===== config.mk =====
export PLATFORM = sky130hd
export DESIGN_NAME = seg_scan_decoder
export DESIGN_NICKNAME = d
export VERILOG_FILES = /design/src/rtl/seg_pkg.sv /design/src/rtl/seg_glyph_decode.sv /design/src/rtl/seg_scan_decoder.sv
export SDC_FILE = /design/constraint.sdc
export NUM_CORES = 1
export LEC_CHECK = 0
export CAP_MARGIN = 10
export CORE_MARGIN = 5
export CORE_UTILIZATION = 54
export DETAILED_ROUTE_END_ITERATION = 6
export GPL_ROUTABILITY_DRIVEN = 0
export PLACE_DENSITY = 0.8
export SLEW_MARGIN = 10
export SYNTH_ARGS = -nofsm -noshare
export SYNTH_HDL_FRONTEND = slang
export SYNTH_SLANG_ARGS = --single-unit
export TNS_END_PERCENT = 10

===== constraint.sdc =====
create_clock -name clk -period 3.34 [get_ports clk]
set_clock_uncertainty 0.05 [all_clocks]
set_input_delay 0.501 -clock clk [delete_from_list [all_inputs] [get_ports clk]]
set_output_delay 0.501 -clock clk [all_outputs]
set_load 0.01 [all_outputs]

===== src/rtl/seg_pkg.sv =====
`default_nettype none
// ============================================================================
// Module   : seg_pkg
// Purpose  : Shared definitions for the seven-segment scan decoder:
//            active-low glyph constants for hex 0-F ({g,f,e,d,c,b,a}),
//            the scan FSM state type and its encodings, and anode helpers
//            (active-anode count and one-hot index encode).
// Ports    : none (package)
// Revision : 1.0 - initial release
// ============================================================================
package seg_pkg;

  // Active-low glyphs, bit order {g,f,e,d,c,b,a}; a '0' lights the segment.
  localparam logic [6:0] c_GLYPH_0 = 7'h40;
  localparam logic [6:0] c_GLYPH_1 = 7'h79;
  localparam logic [6:0] c_GLYPH_2 = 7'h24;
  localparam logic [6:0] c_GLYPH_3 = 7'h30;
  localparam logic [6:0] c_GLYPH_4 = 7'h19;
  localparam logic [6:0] c_GLYPH_5 = 7'h12;
  localparam logic [6:0] c_GLYPH_6 = 7'h02;
  localparam logic [6:0] c_GLYPH_7 = 7'h78;
  localparam logic [6:0] c_GLYPH_8 = 7'h00;
  localparam logic [6:0] c_GLYPH_9 = 7'h10;
  localparam logic [6:0] c_GLYPH_A = 7'h08;
  localparam logic [6:0] c_GLYPH_B = 7'h03;
  localparam logic [6:0] c_GLYPH_C = 7'h46;
  localparam logic [6:0] c_GLYPH_D = 7'h21;
  localparam logic [6:0] c_GLYPH_E = 7'h06;
  localparam logic [6:0] c_GLYPH_F = 7'h0E;

  // Scan FSM state type and encodings.
  typedef logic [1:0] state_t;
  localparam state_t c_ST_IDLE   = 2'd0;
  localparam state_t c_ST_FILTER = 2'd1;
  localparam state_t c_ST_HOLD   = 2'd2;

  // Anode-count reference values.
  localparam logic [2:0] c_AN_CNT_NONE = 3'd0;
  localparam logic [2:0] c_AN_CNT_ONE  = 3'd1;

  // Number of active (low) anodes in an active-low anode vector.
  function automatic logic [2:0] an_active_count(input logic [3:0] an_n);
    logic [2:0] cnt;
    cnt = 3'd0;
    for (int k = 0; k < 4; k++) begin
      cnt = cnt + {2'b00, ~an_n[k]};
    end
    return cnt;
  endfunction

  // Index of the lowest active anode; meaningful only when exactly one is active.
  function automatic logic [1:0] an_index(input logic [3:0] an_n);
    logic [1:0] idx;
    idx = 2'd0;
    for (int k = 3; k >= 0; k--) begin
      if (!an_n[k]) idx = 2'(k);
    end
    return idx;
  endfunction

endpackage
`default_nettype wire


===== src/rtl/seg_glyph_decode.sv =====
`default_nettype none
// ============================================================================
// Module   : seg_glyph_decode
// Purpose  : Combinational decode of an active-low seven-segment glyph into
//            its hex value. Patterns outside the 16 standard hex glyphs
//            return 4'h0 with illegal asserted.
// Ports    : seg     [6:0] in  - active-low segments {g,f,e,d,c,b,a}
//            hex     [3:0] out - decoded hex value
//            illegal       out - pattern is not a hex glyph
// Revision : 1.0 - initial release
// ============================================================================
module seg_glyph_decode
  import seg_pkg::*;
(
  input  logic [6:0] seg,
  output logic [3:0] hex,
  output logic       illegal
);

  always_comb begin
    hex     = 4'h0;
    illegal = 1'b0;
    case (seg)
      c_GLYPH_0: hex = 4'h0;
      c_GLYPH_1: hex = 4'h1;
      c_GLYPH_2: hex = 4'h2;
      c_GLYPH_3: hex = 4'h3;
      c_GLYPH_4: hex = 4'h4;
      c_GLYPH_5: hex = 4'h5;
      c_GLYPH_6: hex = 4'h6;
      c_GLYPH_7: hex = 4'h7;
      c_GLYPH_8: hex = 4'h8;
      c_GLYPH_9: hex = 4'h9;
      c_GLYPH_A: hex = 4'hA;
      c_GLYPH_B: hex = 4'hB;
      c_GLYPH_C: hex = 4'hC;
      c_GLYPH_D: hex = 4'hD;
      c_GLYPH_E: hex = 4'hE;
      c_GLYPH_F: hex = 4'hF;
      default:   illegal = 1'b1;
    endcase
  end

endmodule
`default_nettype wire


===== src/rtl/seg_scan_decoder.sv =====
`default_nettype none
// ============================================================================
// Module   : seg_scan_decoder
// Purpose  : Recovers the four hex digits shown on a multiplexed, active-low
//            seven-segment display by watching its segment/anode drive.
//            Each pattern must be seen unchanged for STABLE_CYCLES samples
//            before it is captured; a pattern is captured once per hold.
// Config   : define SEG_DP_CAPTURE_EN to capture the decimal point into
//            dp_out (and to treat dp changes as pattern changes). Without it
//            the dp input is ignored and dp_out does not exist.
// Ports    : clk              in  - clock, rising edge
//            rst              in  - synchronous active-high reset
//            seg      [6:0]   in  - active-low segments {g,f,e,d,c,b,a}
//            an       [3:0]   in  - active-low anodes, an[i] = digit i
//            dp               in  - active-low decimal point
//            digits   [15:0]  out - digit i value in digits[4i+3:4i]
//            digit_valid[3:0] out - digit i captured since reset
//            pat_err  [3:0]   out - digit i last capture was not a hex glyph
//            an_err           out - sticky: two or more anodes seen active
//            frame_done       out - one-cycle pulse, all four digits captured
//            dp_out   [3:0]   out - captured decimal point, active-high
//                                   (SEG_DP_CAPTURE_EN only)
// Revision : 1.0 - initial release
// ============================================================================
module seg_scan_decoder
  import seg_pkg::*;
#(
  parameter int unsigned STABLE_CYCLES = 4
) (
  input  logic        clk,
  input  logic        rst,
  input  logic [6:0]  seg,
  input  logic [3:0]  an,
  input  logic        dp,
  output logic [15:0] digits,
  output logic [3:0]  digit_valid,
  output logic [3:0]  pat_err,
  output logic        an_err,
  output logic        frame_done
`ifdef SEG_DP_CAPTURE_EN
  ,
  output logic [3:0]  dp_out
`endif
);

  // Count value one below the capture threshold.
  localparam logic [7:0] c_CNT_LAST = 8'(STABLE_CYCLES - 1);

  // --------------------------------------------------------------------------
  // Sample stage. The sample word carries dp only when it is being captured,
  // so a dp-only change restarts the filter only in that build.
  // --------------------------------------------------------------------------
`ifdef SEG_DP_CAPTURE_EN
  localparam int c_SMP_W = 12;
  logic [c_SMP_W-1:0] w_smp_in;
  assign w_smp_in = {an, seg, dp};
`else
  localparam int c_SMP_W = 11;
  logic [c_SMP_W-1:0] w_smp_in;
  logic               w_unused_dp;
  assign w_smp_in    = {an, seg};
  assign w_unused_dp = dp;
`endif

  logic [c_SMP_W-1:0] r_smp;   // current sample, the only thing decisions use
  logic [c_SMP_W-1:0] r_prev;  // sample evaluated on the previous cycle

  // Pure data pipeline: the FSM reset already discards whatever it holds,
  // so these registers carry no reset.
  always_ff @(posedge clk) begin
    r_smp  <= w_smp_in;
    r_prev <= r_smp;
  end

  logic [3:0] w_an;
  logic [6:0] w_seg;
  logic [2:0] w_an_cnt;
  logic [1:0] w_idx;
  logic       w_same;

  assign w_an     = r_smp[c_SMP_W-1 -: 4];
  assign w_seg    = r_smp[c_SMP_W-5 -: 7];
  assign w_an_cnt = an_active_count(w_an);
  assign w_idx    = an_index(w_an);
  assign w_same   = (r_smp == r_prev);

  // --------------------------------------------------------------------------
  // Glyph decode of the current sample.
  // --------------------------------------------------------------------------
  logic [3:0] w_hex;
  logic       w_illegal;

  seg_glyph_decode u_glyph_decode (
    .seg     (w_seg),
    .hex     (w_hex),
    .illegal (w_illegal)
  );

  // --------------------------------------------------------------------------
  // Scan FSM: IDLE -> FILTER -> HOLD.
  // --------------------------------------------------------------------------
  state_t     r_state;
  state_t     w_state_nxt;
  logic [7:0] r_cnt;
  logic [7:0] w_cnt_nxt;
  logic       w_capture;
  logic       w_an_err_set;

  always_comb begin
    w_state_nxt  = r_state;
    w_cnt_nxt    = r_cnt;
    w_capture    = 1'b0;
    w_an_err_set = 1'b0;

    if (w_an_cnt > c_AN_CNT_ONE) begin
      // Overlapping anodes: abandon any filter regardless of state.
      w_state_nxt  = c_ST_IDLE;
      w_cnt_nxt    = 8'd0;
      w_an_err_set = 1'b1;
    end else if (w_an_cnt == c_AN_CNT_NONE) begin
      w_state_nxt = c_ST_IDLE;
      w_cnt_nxt   = 8'd0;
    end else begin
      case (r_state)
        c_ST_FILTER: begin
          if (!w_same) begin
            w_cnt_nxt = 8'd1;
          end else if (r_cnt == c_CNT_LAST) begin
            w_capture   = 1'b1;
            w_cnt_nxt   = r_cnt + 8'd1;
            w_state_nxt = c_ST_HOLD;
          end else begin
            w_cnt_nxt = r_cnt + 8'd1;
          end
        end
        c_ST_HOLD: begin
          // An unchanged pattern is never captured twice.
          if (!w_same) begin
            w_state_nxt = c_ST_FILTER;
            w_cnt_nxt   = 8'd1;
          end
        end
        default: begin
          w_state_nxt = c_ST_FILTER;
          w_cnt_nxt   = 8'd1;
        end
      endcase
    end
  end

  always_ff @(posedge clk) begin
    if (rst) begin
      r_state <= c_ST_IDLE;
      r_cnt   <= 8'd0;
    end else begin
      r_state <= w_state_nxt;
      r_cnt   <= w_cnt_nxt;
    end
  end

  // --------------------------------------------------------------------------
  // Capture registers and frame tracking.
  // --------------------------------------------------------------------------
  logic [15:0] r_digits;
  logic [3:0]  r_digit_valid;
  logic [3:0]  r_pat_err;
  logic        r_an_err;
  logic        r_frame_done;
  logic [3:0]  r_frame;
  logic [3:0]  w_frame_nxt;

  assign w_frame_nxt = r_frame | (4'b0001 << w_idx);

  always_ff @(posedge clk) begin
    if (rst) begin
      r_digits      <= 16'h0000;
      r_digit_valid <= 4'h0;
      r_pat_err     <= 4'h0;
      r_an_err      <= 1'b0;
      r_frame_done  <= 1'b0;
      r_frame       <= 4'h0;
    end else begin
      r_frame_done <= 1'b0;
      if (w_an_err_set) begin
        r_an_err <= 1'b1;
      end
      if (w_capture) begin
        r_digits[{w_idx, 2'b00} +: 4] <= w_hex;
        r_digit_valid[w_idx]          <= 1'b1;
        r_pat_err[w_idx]              <= w_illegal;
        // The pulse and the mask clear land with the completing capture.
        if (w_frame_nxt == 4'hF) begin
          r_frame_done <= 1'b1;
          r_frame      <= 4'h0;
        end else begin
          r_frame <= w_frame_nxt;
        end
      end
    end
  end

`ifdef SEG_DP_CAPTURE_EN
  logic [3:0] r_dp_out;

  always_ff @(posedge clk) begin
    if (rst) begin
      r_dp_out <= 4'h0;
    end else if (w_capture) begin
      r_dp_out[w_idx] <= ~r_smp[0];
    end
  end

  assign dp_out = r_dp_out;
`endif

  assign digits      = r_digits;
  assign digit_valid = r_digit_valid;
  assign pat_err     = r_pat_err;
  assign an_err      = r_an_err;
  assign frame_done  = r_frame_done;

endmodule
`default_nettype wire

**After elaboration in Yosys (flattened, before gate mapping)**

Index checks and enable logic that the tools add are counted.

- Bits in writable memories: 0
- Output and inout port bits: 26
- Register bits after elaboration: 62
- Memories: 0
- ROM bits: 0
- Bits in latches: 0
- Logic and storage cells: 83

- Shifts and indexed selects: 3
- Add/subtract/negate cells: 5
- Bitwise gates (word level): 7
- $lt $le $gt $ge: 3
- Multiply operators: 0
- Multiplexer cells: 25
- Div/mod/pow operators: 0
- Reduce and logical (&&, ||, !) cells: 7
- Equality and inequality tests: 23

Operators by type and width:

| cell | number |
|---|---|
| case mux 4 bit (15 select lines) | 1 |
| equality test 7 bit (second input constant) | 4 |
| equality test 7 x 5 -> 1 bit (second input constant) | 3 |
| equality test 7 x 6 -> 1 bit (second input constant) | 3 |
| bitwise mux 16 bit | 1 |
| 2-to-1 mux 8 bit | 2 |
| case mux 8 bit (2 select lines) | 1 |
| OR reduction 16 bit | 1 |
| variable shift 4 x 6 -> 16 bit (first input constant) | 1 |
| variable part select 4 x 6 -> 16 bit | 1 |
| equality test 7 x 2 -> 1 bit (second input constant) | 2 |
| equality test 7 x 4 -> 1 bit (second input constant) | 2 |
| 2-to-1 mux 2 bit | 7 |
| equality test 11 bit | 1 |
| 2-to-1 mux 1 bit | 9 |
| adder 8 x 1 -> 8 bit (second input constant) | 1 |
| equality test 8 x 2 -> 1 bit (second input constant) | 1 |
| OR 4 bit | 2 |
| equality test 7 x 3 -> 1 bit (second input constant) | 1 |
| logical NOT 7 bit | 1 |
| inequality test 2 bit (second input constant) | 3 |
| negator 4 -> 6 bit | 1 |
| inverter 1 bit | 5 |
| bitwise mux 4 bit | 1 |
| other kinds (18) | 18 |

**Logic depth before layout (Yosys ltp)**

Gate-level depths: netlist of run 1.

- Word-level depth: 9
- Gate-level depth with buffers: 11

**Hierarchy**

From an unflattened synthesis of run 1, not the netlist that was laid out.

- Cells, all modules: 317
- Area, all modules: 2947.8 um2

Modules (own cells, without submodules):

| module | instances | cells an instance | sequential area each (um2) | area each (um2) |
|---|---|---|---|---|
| seg_scan_decoder | 1 | 254 | 1241.2 | 2566.2 |
| seg_glyph_decode | 1 | 63 | 0.0 | 381.6 |

**Worst setup path before layout of run 1**

OpenSTA, ideal clock, no wires.

- Path type: reg2reg
- Start point: register r_smp[7]
- End point: register r_frame[0]
- Period minus slack after synthesis: 2.521 ns
- Setup time: 0.076 ns
- Slack: 0.819 ns
- Arrival: 2.395 ns
- Data required time: 3.214 ns
- Stages on the path, launching flop included: 12
- Cell sequence: dfxtp_1 fa_1 inv_1 ha_1 inv_1 ha_1 or3_1 nand2_1 nor2b_2 buf_2 a31oi_1 a21boi_0

- Longest elaborated chain between the ends: 7

Ends and longest elaborated chain:

| what | line | text |
|---|---|---|
| start, declared | seg_scan_decoder.sv:65 | `logic [c_SMP_W-1:0] r_smp;` |
| start signal, assigned | seg_scan_decoder.sv:71 | `r_smp <= w_smp_in;` |
| branches (longest 7 deep; another with adder 2 x 1 -> 3 bit) | -- |  |
| end signal, assigned | seg_scan_decoder.sv:196 | `r_frame <= w_frame_nxt;` |
| end, declared | seg_scan_decoder.sv:169 | `logic [3:0] r_frame;` |

Several ways; the timed one is not identified.
A chain may end at the register's enable or synchronous reset.

**Final worst setup path of run 1**

- Start point: register r_smp[7]
- End point: register r_digits[6] (netlist: digits[6])

- Longest elaborated chain between the ends: 7

Ends and longest elaborated chain:

| what | line | text |
|---|---|---|
| branches (longest 7 deep; another with adder 2 x 1 -> 3 bit) | -- |  |
| end signal, assigned by index | seg_scan_decoder.sv:188 | `r_digits[{w_idx, 2'b00} +: 4] <= w_hex;` |
| end, declared | seg_scan_decoder.sv:164 | `logic [15:0] r_digits;` |

Several ways; the timed one is not identified.

==> qor_table.md, run 1 <==
| Metric | Reported |
|---|---|
| Outcome | completed |
| Minimum setup slack after placement | 557 ps |
| Clock transition at the registers of the reported paths | 70 ps |
| Y dimension of the die | 83.4 µm |
| Via count of the first global-routing pass | 2136 |
| Maximum number of pins on one net before global-route repair | 26 |
| Rel. slew slack | 52.1% |
| Largest stage delay, worst path | 490 ps |
| Cell types with the highest counts after synthesis | sky130_fd_sc_hd__dfxtp_1 (62), sky130_fd_sc_hd__inv_1 (21), sky130_fd_sc_hd__nor2_1 (20) |
| Initial antenna violation count | 0 |
| CTS resizes | 0 |
| Data arrival, critical path | 3000 ps |
| Synthesized netlist cell count | 303 |
| Half-perimeter wire length after placement | 4.04 mm |
| Number of placed instances, taps included | 397 |
| First-pass GRT wire length | 10.1 mm |
| Cell Pwr Density | 429 nW/µm² |
| Timing-limited maximum frequency | 354 MHz |
| Cell row count | 26 |
| Synthesized area per cell | 9.61 µm² |
| # Post-CTS Setup Buffers | 0 |
| Overall power | 0.00148 W |
| Layout cells sized above 1 | 8.77% |
| Largest cells by area after synthesis | sky130_fd_sc_hd__dfxtp_1 (43%), sky130_fd_sc_hd__ha_1 (5.2%), sky130_fd_sc_hd__xor2_1 (3.3%) |
| Worst-path cell chain | fa_1, inv_1, ha_1, inv_1, ha_1, or3_1, nand2_1, nor2b_2, a31oi_1, a22o_1 |
| Crit start category | flop |
| Clock tree from TritonCTS | built |
| Number of nets with antenna violations after detailed routing | 0 |
| Setup repair after global routing missed its margin | no |
| Family of cells with the greatest summed delay on the critical path | adder cells |
| Number of buffers created by CTS | 9 |
| Critical path buffer and inverter count | 2 |
| Clock tree root buffer cell | sky130_fd_sc_hd__clkbuf_8 |
| Count of warnings emitted by yosys | 0 |
| Share of synthesized flip-flops with an asynchronous set or reset | 0% |
| Number of vias in the routed layout | 2290 |
| Register bit count reported by yosys | 62 |
| Area overhead of the layout relative to synthesis | 18.5% |
| Most frequent cell after synthesis | sky130_fd_sc_hd__dfxtp_1 |
| Count of pins over their slew limit | 0 |
| Post-detailed-route DRC marker count | 0 |
| Kind of critical path | reg2reg |
| Post-synth design cell area | 2910 µm² |
| Average detailed-routed wire length per instance | 14.2 µm |
| H-tree depth | 3 |
| Wire length after detailed routing | 5.86 mm |
| Number of violations of the max-capacitance limit | 0 |
| Final worst setup slack | 517 ps |
| Crit-path slowest cell | sky130_fd_sc_hd__nor2b_2 |
| Leading area contributor after synthesis | sky130_fd_sc_hd__dfxtp_1 |
| Die ar. | 6960 µm² |
| Commonest register cell after synthesis | sky130_fd_sc_hd__dfxtp_1 |
| Routed vias/inst | 5.56 |
| First drt pass iteration count | 4 |
| Clock network latency to the later pin of the worst-skew pair | 340 ps |
| Number of inserted diodes | 0 |
| Proportion of synthesized chip area in sequential cells | 42.6% |
| Core Footprint | 5170 µm² |
| Final net count | 365 |
| Net Count, Synth | 330 |
| CTS Hold Buffers Added | 0 |
| Register-to-register setup slack | 520 ps |
| First DRT Iteration DRCs | 124 |
| Crit share post-route | 84.5% |
| Final Hold Viols | 0 |
| Clk sink count | 62 |
| Number of buffer cells added on primary ports | 38 |
| Remaining global-route overflow | 0 |
| Clock period minus final worst setup slack | 2820 ps |
| Number of distinct library cells after synthesis | 60 |
| Share of the synthesized area in the top cell type | 42.6% |
| Type of element capturing the critical path | flop |
| Maximum number of buffers from clock root to sink | 2 |
| Starting Density | 56.3% |
| Setup TNS | 0 ps |
| Die width | 83.4 µm |
| Largest fanout on the critical path | 16 |
| Largest vdd supply drop | 0.341 mV |
| Standby leakage power | 1.36 nW |
| Type of the tightest min-delay check | reg2reg |
| Final cell count without fillers | 412 |
| Final worst hold slack | 364 ps |
| Final setup violation count | 0 |
| GRT Total Usage | 17.8% |
| Worst Tran Pin Value | 709 ps |
| # IOs | 40 |
| EDFF count, synth | 0 |
| Required arrival time at the worst endpoint | 3520 ps |
[placed cells by master, fill, tap and decap left out, types with 3 or more instances in the layout]
cell | synthesis | final
sky130_fd_sc_hd__dfxtp_1 | 62 | 62
sky130_fd_sc_hd__clkdlybuf4s50_1 | 0 | 38
sky130_fd_sc_hd__inv_1 | 21 | 21
sky130_fd_sc_hd__nor2_1 | 20 | 20
sky130_fd_sc_hd__nand2b_1 | 13 | 13
sky130_fd_sc_hd__o21ai_0 | 12 | 12
sky130_fd_sc_hd__ha_1 | 12 | 12
sky130_fd_sc_hd__xor2_1 | 11 | 11
sky130_fd_sc_hd__a21oi_1 | 11 | 11
sky130_fd_sc_hd__clkbuf_8 | 0 | 11
sky130_fd_sc_hd__nand2_1 | 9 | 9
sky130_fd_sc_hd__nand3_1 | 9 | 9
sky130_fd_sc_hd__mux2i_1 | 9 | 9
sky130_fd_sc_hd__a31oi_1 | 7 | 7
sky130_fd_sc_hd__nor4_1 | 6 | 6
sky130_fd_sc_hd__and3_1 | 6 | 6
sky130_fd_sc_hd__nand4_1 | 6 | 6
sky130_fd_sc_hd__a22o_1 | 6 | 6
sky130_fd_sc_hd__a22oi_1 | 5 | 5
sky130_fd_sc_hd__a21boi_0 | 5 | 5
sky130_fd_sc_hd__nor2b_1 | 4 | 4
sky130_fd_sc_hd__nor3_1 | 3 | 3
sky130_fd_sc_hd__or2b_1 | 3 | 3
sky130_fd_sc_hd__or3_1 | 3 | 3
sky130_fd_sc_hd__o22ai_1 | 3 | 3
sky130_fd_sc_hd__and4_1 | 3 | 3
sky130_fd_sc_hd__clkinv_2 | 0 | 3
[metal layers]
metal	global-route usage (%)	up-vias	part of all wire (%)
met5	0	-	0
met2	29.9	51	50
met3	4.36	6	4.8
met4	9.21	0	1.2
met1	21.0	1089	44
li1	-	1144	-
[report_power, final]
part           internal (W)  total [W]  switching (W)
Sequential         0.000757   0.000786      0.0000289
Combinational     0.0000568   0.000116      0.0000588
Clock              0.000301   0.000577       0.000276
[flip-flops by register name (all words and copies together), names as in the netlist]
signal and count:
an_err 1, digits 16, r_cnt 8, r_smp 11
r_prev 11, frame_done 1, pat_err 4, digit_valid 4
r_state 2, r_frame 4
[cell families after synthesis]
logic type	Yosys count	synth area share, %
DFF	62	42.6
AOI/OAI and AO/OA	63	14.6
adders and majority gates	13	5.84
muxes	9	3.09
and+or+nand+nor	106	22.9
xor gates and xnor gates	14	4.47
buffers and inverters	36	6.49
[area by class of cell]
type / count / area [µm²]
Tap cell: 70 / 87.6
Clock inverter: 4 / 22.5
Clock buffer: 11 / 151
Fill cell: 419 / 1720
Timing Repair Buffer: 39 / 388
Multi-Input combinational cell: 205 / 1480
Sequential cell: 62 / 1240
Inverter: 21 / 78.8
[stage by stage]
| step | instance area, µm² | util [%] |
|---|---|---|
| 2_1_floorplan | 2910 | - |
| 3_3_place_gp | 3280 | 63.4 |
| 3_5_place_dp | 3280 | 63.4 |
| 4_1_cts | 3450 | 66.7 |
| 5_1_grt | 3450 | 66.7 |
| 6_report | 3450 | 66.7 |
[worst paths after layout]
path              depth (start not counted)   endpoint      from
setup reg to reg                         10  digits[6]  r_smp[7]
setup / recovery                         10  digits[6]  r_smp[7]
hold reg to reg                           0  r_prev[9]  r_smp[9]
hold / removal                            0  r_prev[9]  r_smp[9]
(Power assumes the default switching activity.)
==> run 2, diff against run 1 <==
==> constraint.sdc (replaced) <==
create_clock -name clk -period 2.6 [get_ports clk]
set_clock_uncertainty 0.05 [all_clocks]
set_input_delay 0.39 -clock clk [delete_from_list [all_inputs] [get_ports clk]]
set_output_delay 0.39 -clock clk [all_outputs]
set_load 0.01 [all_outputs]
==> run 2 against run 1 <==
- final area rose by 5.5%
- cell count grew 2.9%
- die area is the same
- largest cell class unchanged
==> qor_table.md, run 2 (same netlist as run 1, synthesis figures left out) <==
| Metric | Reported |
|---|---|
| Crit start category | flop |
| Final net count | 376 |
| Die width | 83.4 µm |
| Number of inserted diodes | 0 |
| Crit-path slowest cell | sky130_fd_sc_hd__fa_1 |
| Clock tree from TritonCTS | built |
| Timing-limited maximum frequency | 399 MHz |
| Minimum setup slack after placement | -44.5 ps |
| GRT Total Usage | 18.3% |
| Routed vias/inst | 5.63 |
| Number of buffers created by CTS | 9 |
| Clk sink count | 62 |
| Worst-path cell chain | fa_1, inv_1, ha_1, inv_1, ha_1, or3_4, nand2_2, nor2b_2, and3_1, a31o_2 |
| Data arrival, critical path | 2690 ps |
| Clock network latency to the later pin of the worst-skew pair | 340 ps |
| Commonest non-fill, non-tap cells in the layout | sky130_fd_sc_hd__dfxtp_1 (62), sky130_fd_sc_hd__clkdlybuf4s50_1 (38), sky130_fd_sc_hd__inv_1 (21) |
| Internal Pwr Total | 0.00162 W |
| Largest vdd supply drop | 0.390 mV |
| Most frequent standard cell in the layout excluding fill and tap cells | sky130_fd_sc_hd__dfxtp_1 |
| Maximum number of buffers from clock root to sink | 2 |
| Worst Tran Pin Value | 560 ps |
| Cell row count | 26 |
| Number of nets with antenna violations after detailed routing | 0 |
| Setup repair after global routing missed its margin | yes |
| Count of pins over their slew limit | 0 |
| Wire length after detailed routing | 6.14 mm |
| Clock transition at the registers of the reported paths | 70 ps |
| Clock network fraction of design power | 43.8% |
| Number of buffer cells added on primary ports | 38 |
| Average detailed-routed wire length per instance | 14.5 µm |
| Number of violations of the max-capacitance limit | 0 |
| Number of vias in the routed layout | 2387 |
| Number of placed instances, taps included | 407 |
| First DRT Iteration DRCs | 171 |
| Post-detailed-route DRC marker count | 0 |
| Die ar. | 6960 µm² |
| Initial antenna violation count | 0 |
| Rel. slew slack | 62.4% |
| Cell Pwr Density | 577 nW/µm² |
| Largest fanout on the critical path | 6 |
| Final worst setup slack | 93.6 ps |
| Maximum number of pins on one net before global-route repair | 19 |
| Starting Density | 56.3% |
| Y dimension of the die | 83.4 µm |
| H-tree depth | 3 |
| Crit share post-route | 96.4% |
| Family of cells with the greatest summed delay on the critical path | adder cells |
| Largest stage delay, worst path | 530 ps |
| Kind of critical path | reg2reg |
| Clock period minus final worst setup slack | 2510 ps |
| Area overhead of the layout relative to synthesis | 25.1% |
| Net Sw Frac | 22.7% |
| Layout cells sized above 1 | 14.1% |
| Remaining global-route overflow | 0 |
| First drt pass iteration count | 4 |
| # IOs | 40 |
| Type of the tightest min-delay check | reg2reg |
| Relative contribution of sequential cells to total power | 47.7% |
| Clock tree root buffer cell | sky130_fd_sc_hd__clkbuf_8 |
| Sw Pwr | 0.000478 W |
| Final cell count without fillers | 424 |
| Outcome | completed |
| Half-perimeter wire length after placement | 4.31 mm |
| Final Hold Viols | 0 |
| Part of the total power dissipated in combinational logic | 8.5% |
| Final worst hold slack | 363 ps |
| Final setup violation count | 0 |
| Core Footprint | 5170 µm² |
| Standby leakage power | 1.44 nW |
| Via count of the first global-routing pass | 2343 |
| Number of flip-flops in the largest register | 16 |
| Type of element capturing the critical path | flop |
| Critical path buffer and inverter count | 2 |
| First-pass GRT wire length | 10.7 mm |
| Required arrival time at the worst endpoint | 2780 ps |
run 2: cell types whose count changed in the layout (fill, tap and decap cells not counted), sizes merged:
cell      before  now
buf            1   11
bufinv         0    2
clkbuf        11   12
clkinv         3    2
clkinvlp       1    0
nor2b          5    6
run 2: worst paths after layout:
kind / from / end / slack (ps) / depth (start not counted)
setup / recovery: r_smp[7] / digits[12] / 90 / 10
hold / removal: r_smp[9] / r_prev[9] / 360 / 0
setup reg to reg: r_smp[7] / digits[12] / 90 / 10
hold reg to reg: r_smp[9] / r_prev[9] / 360 / 0
run 2: power by group through the flow:
stage                     clock network, W  registers (W)  logic (W)
final                             0.000920        0.00100   0.000179
after global routing              0.000979        0.00101   0.000200
after CTS                         0.000935        0.00100   0.000168
after detailed placement                 0        0.00102   0.000166
after global placement                   0        0.00102   0.000161
after floorplan                          0        0.00101   0.000124
run 2: area by class of cell:
type	count	area (µm²)
multi-input cells	206	1560
fillers	405	1530
flip-flops and latches	62	1240
repair buffers	49	463
clock buffers	12	145
well taps	70	87.6
inverters	21	78.8
clock inverters	4	70.1
run 2: routing by layer:
layer	GRT usage (%)	up-vias	wire [µm]
met5	0	-	0
met4	7.75	0	133
met2	31.5	49	3070
met1	22.2	1150	2670
li1	-	1174	-
met3	3.76	14	260
run 2: worst register-to-register path, cell delays in order (launching register included):
cell and delay (ps):
sky130_fd_sc_hd__dfxtp_1 330, sky130_fd_sc_hd__fa_1 530, sky130_fd_sc_hd__inv_1 40, sky130_fd_sc_hd__ha_1 180
sky130_fd_sc_hd__inv_1 60, sky130_fd_sc_hd__ha_1 210, sky130_fd_sc_hd__or3_4 330, sky130_fd_sc_hd__nand2_2 120
sky130_fd_sc_hd__nor2b_2 100, sky130_fd_sc_hd__and3_1 220, sky130_fd_sc_hd__a31o_2 240
run 2: what timing repair did:
item / CTS / global route
buffers inserted: 0 / 0
setup endpoints to repair: 3 / 24
pin swaps: 0 / 1
hold buffers: 0 / 0
cloned: 0 / 1
resized for setup: 1 / 13
run 2: stage by stage:
step / utilization, % / setup TNS, ps / power (W) / cell area, µm²
after CTS: 69.1 / 0 / 0.00211 / 3570
after global routing: 70.4 / -124 / 0.00218 / 3640
final: 70.4 / 0 / 0.00210 / 3640
after floorplan: - / 0 / 0.00114 / 2910
after global placement: 64.8 / 0 / 0.00118 / 3350
after detailed placement: 64.8 / -129 / 0.00119 / 3350
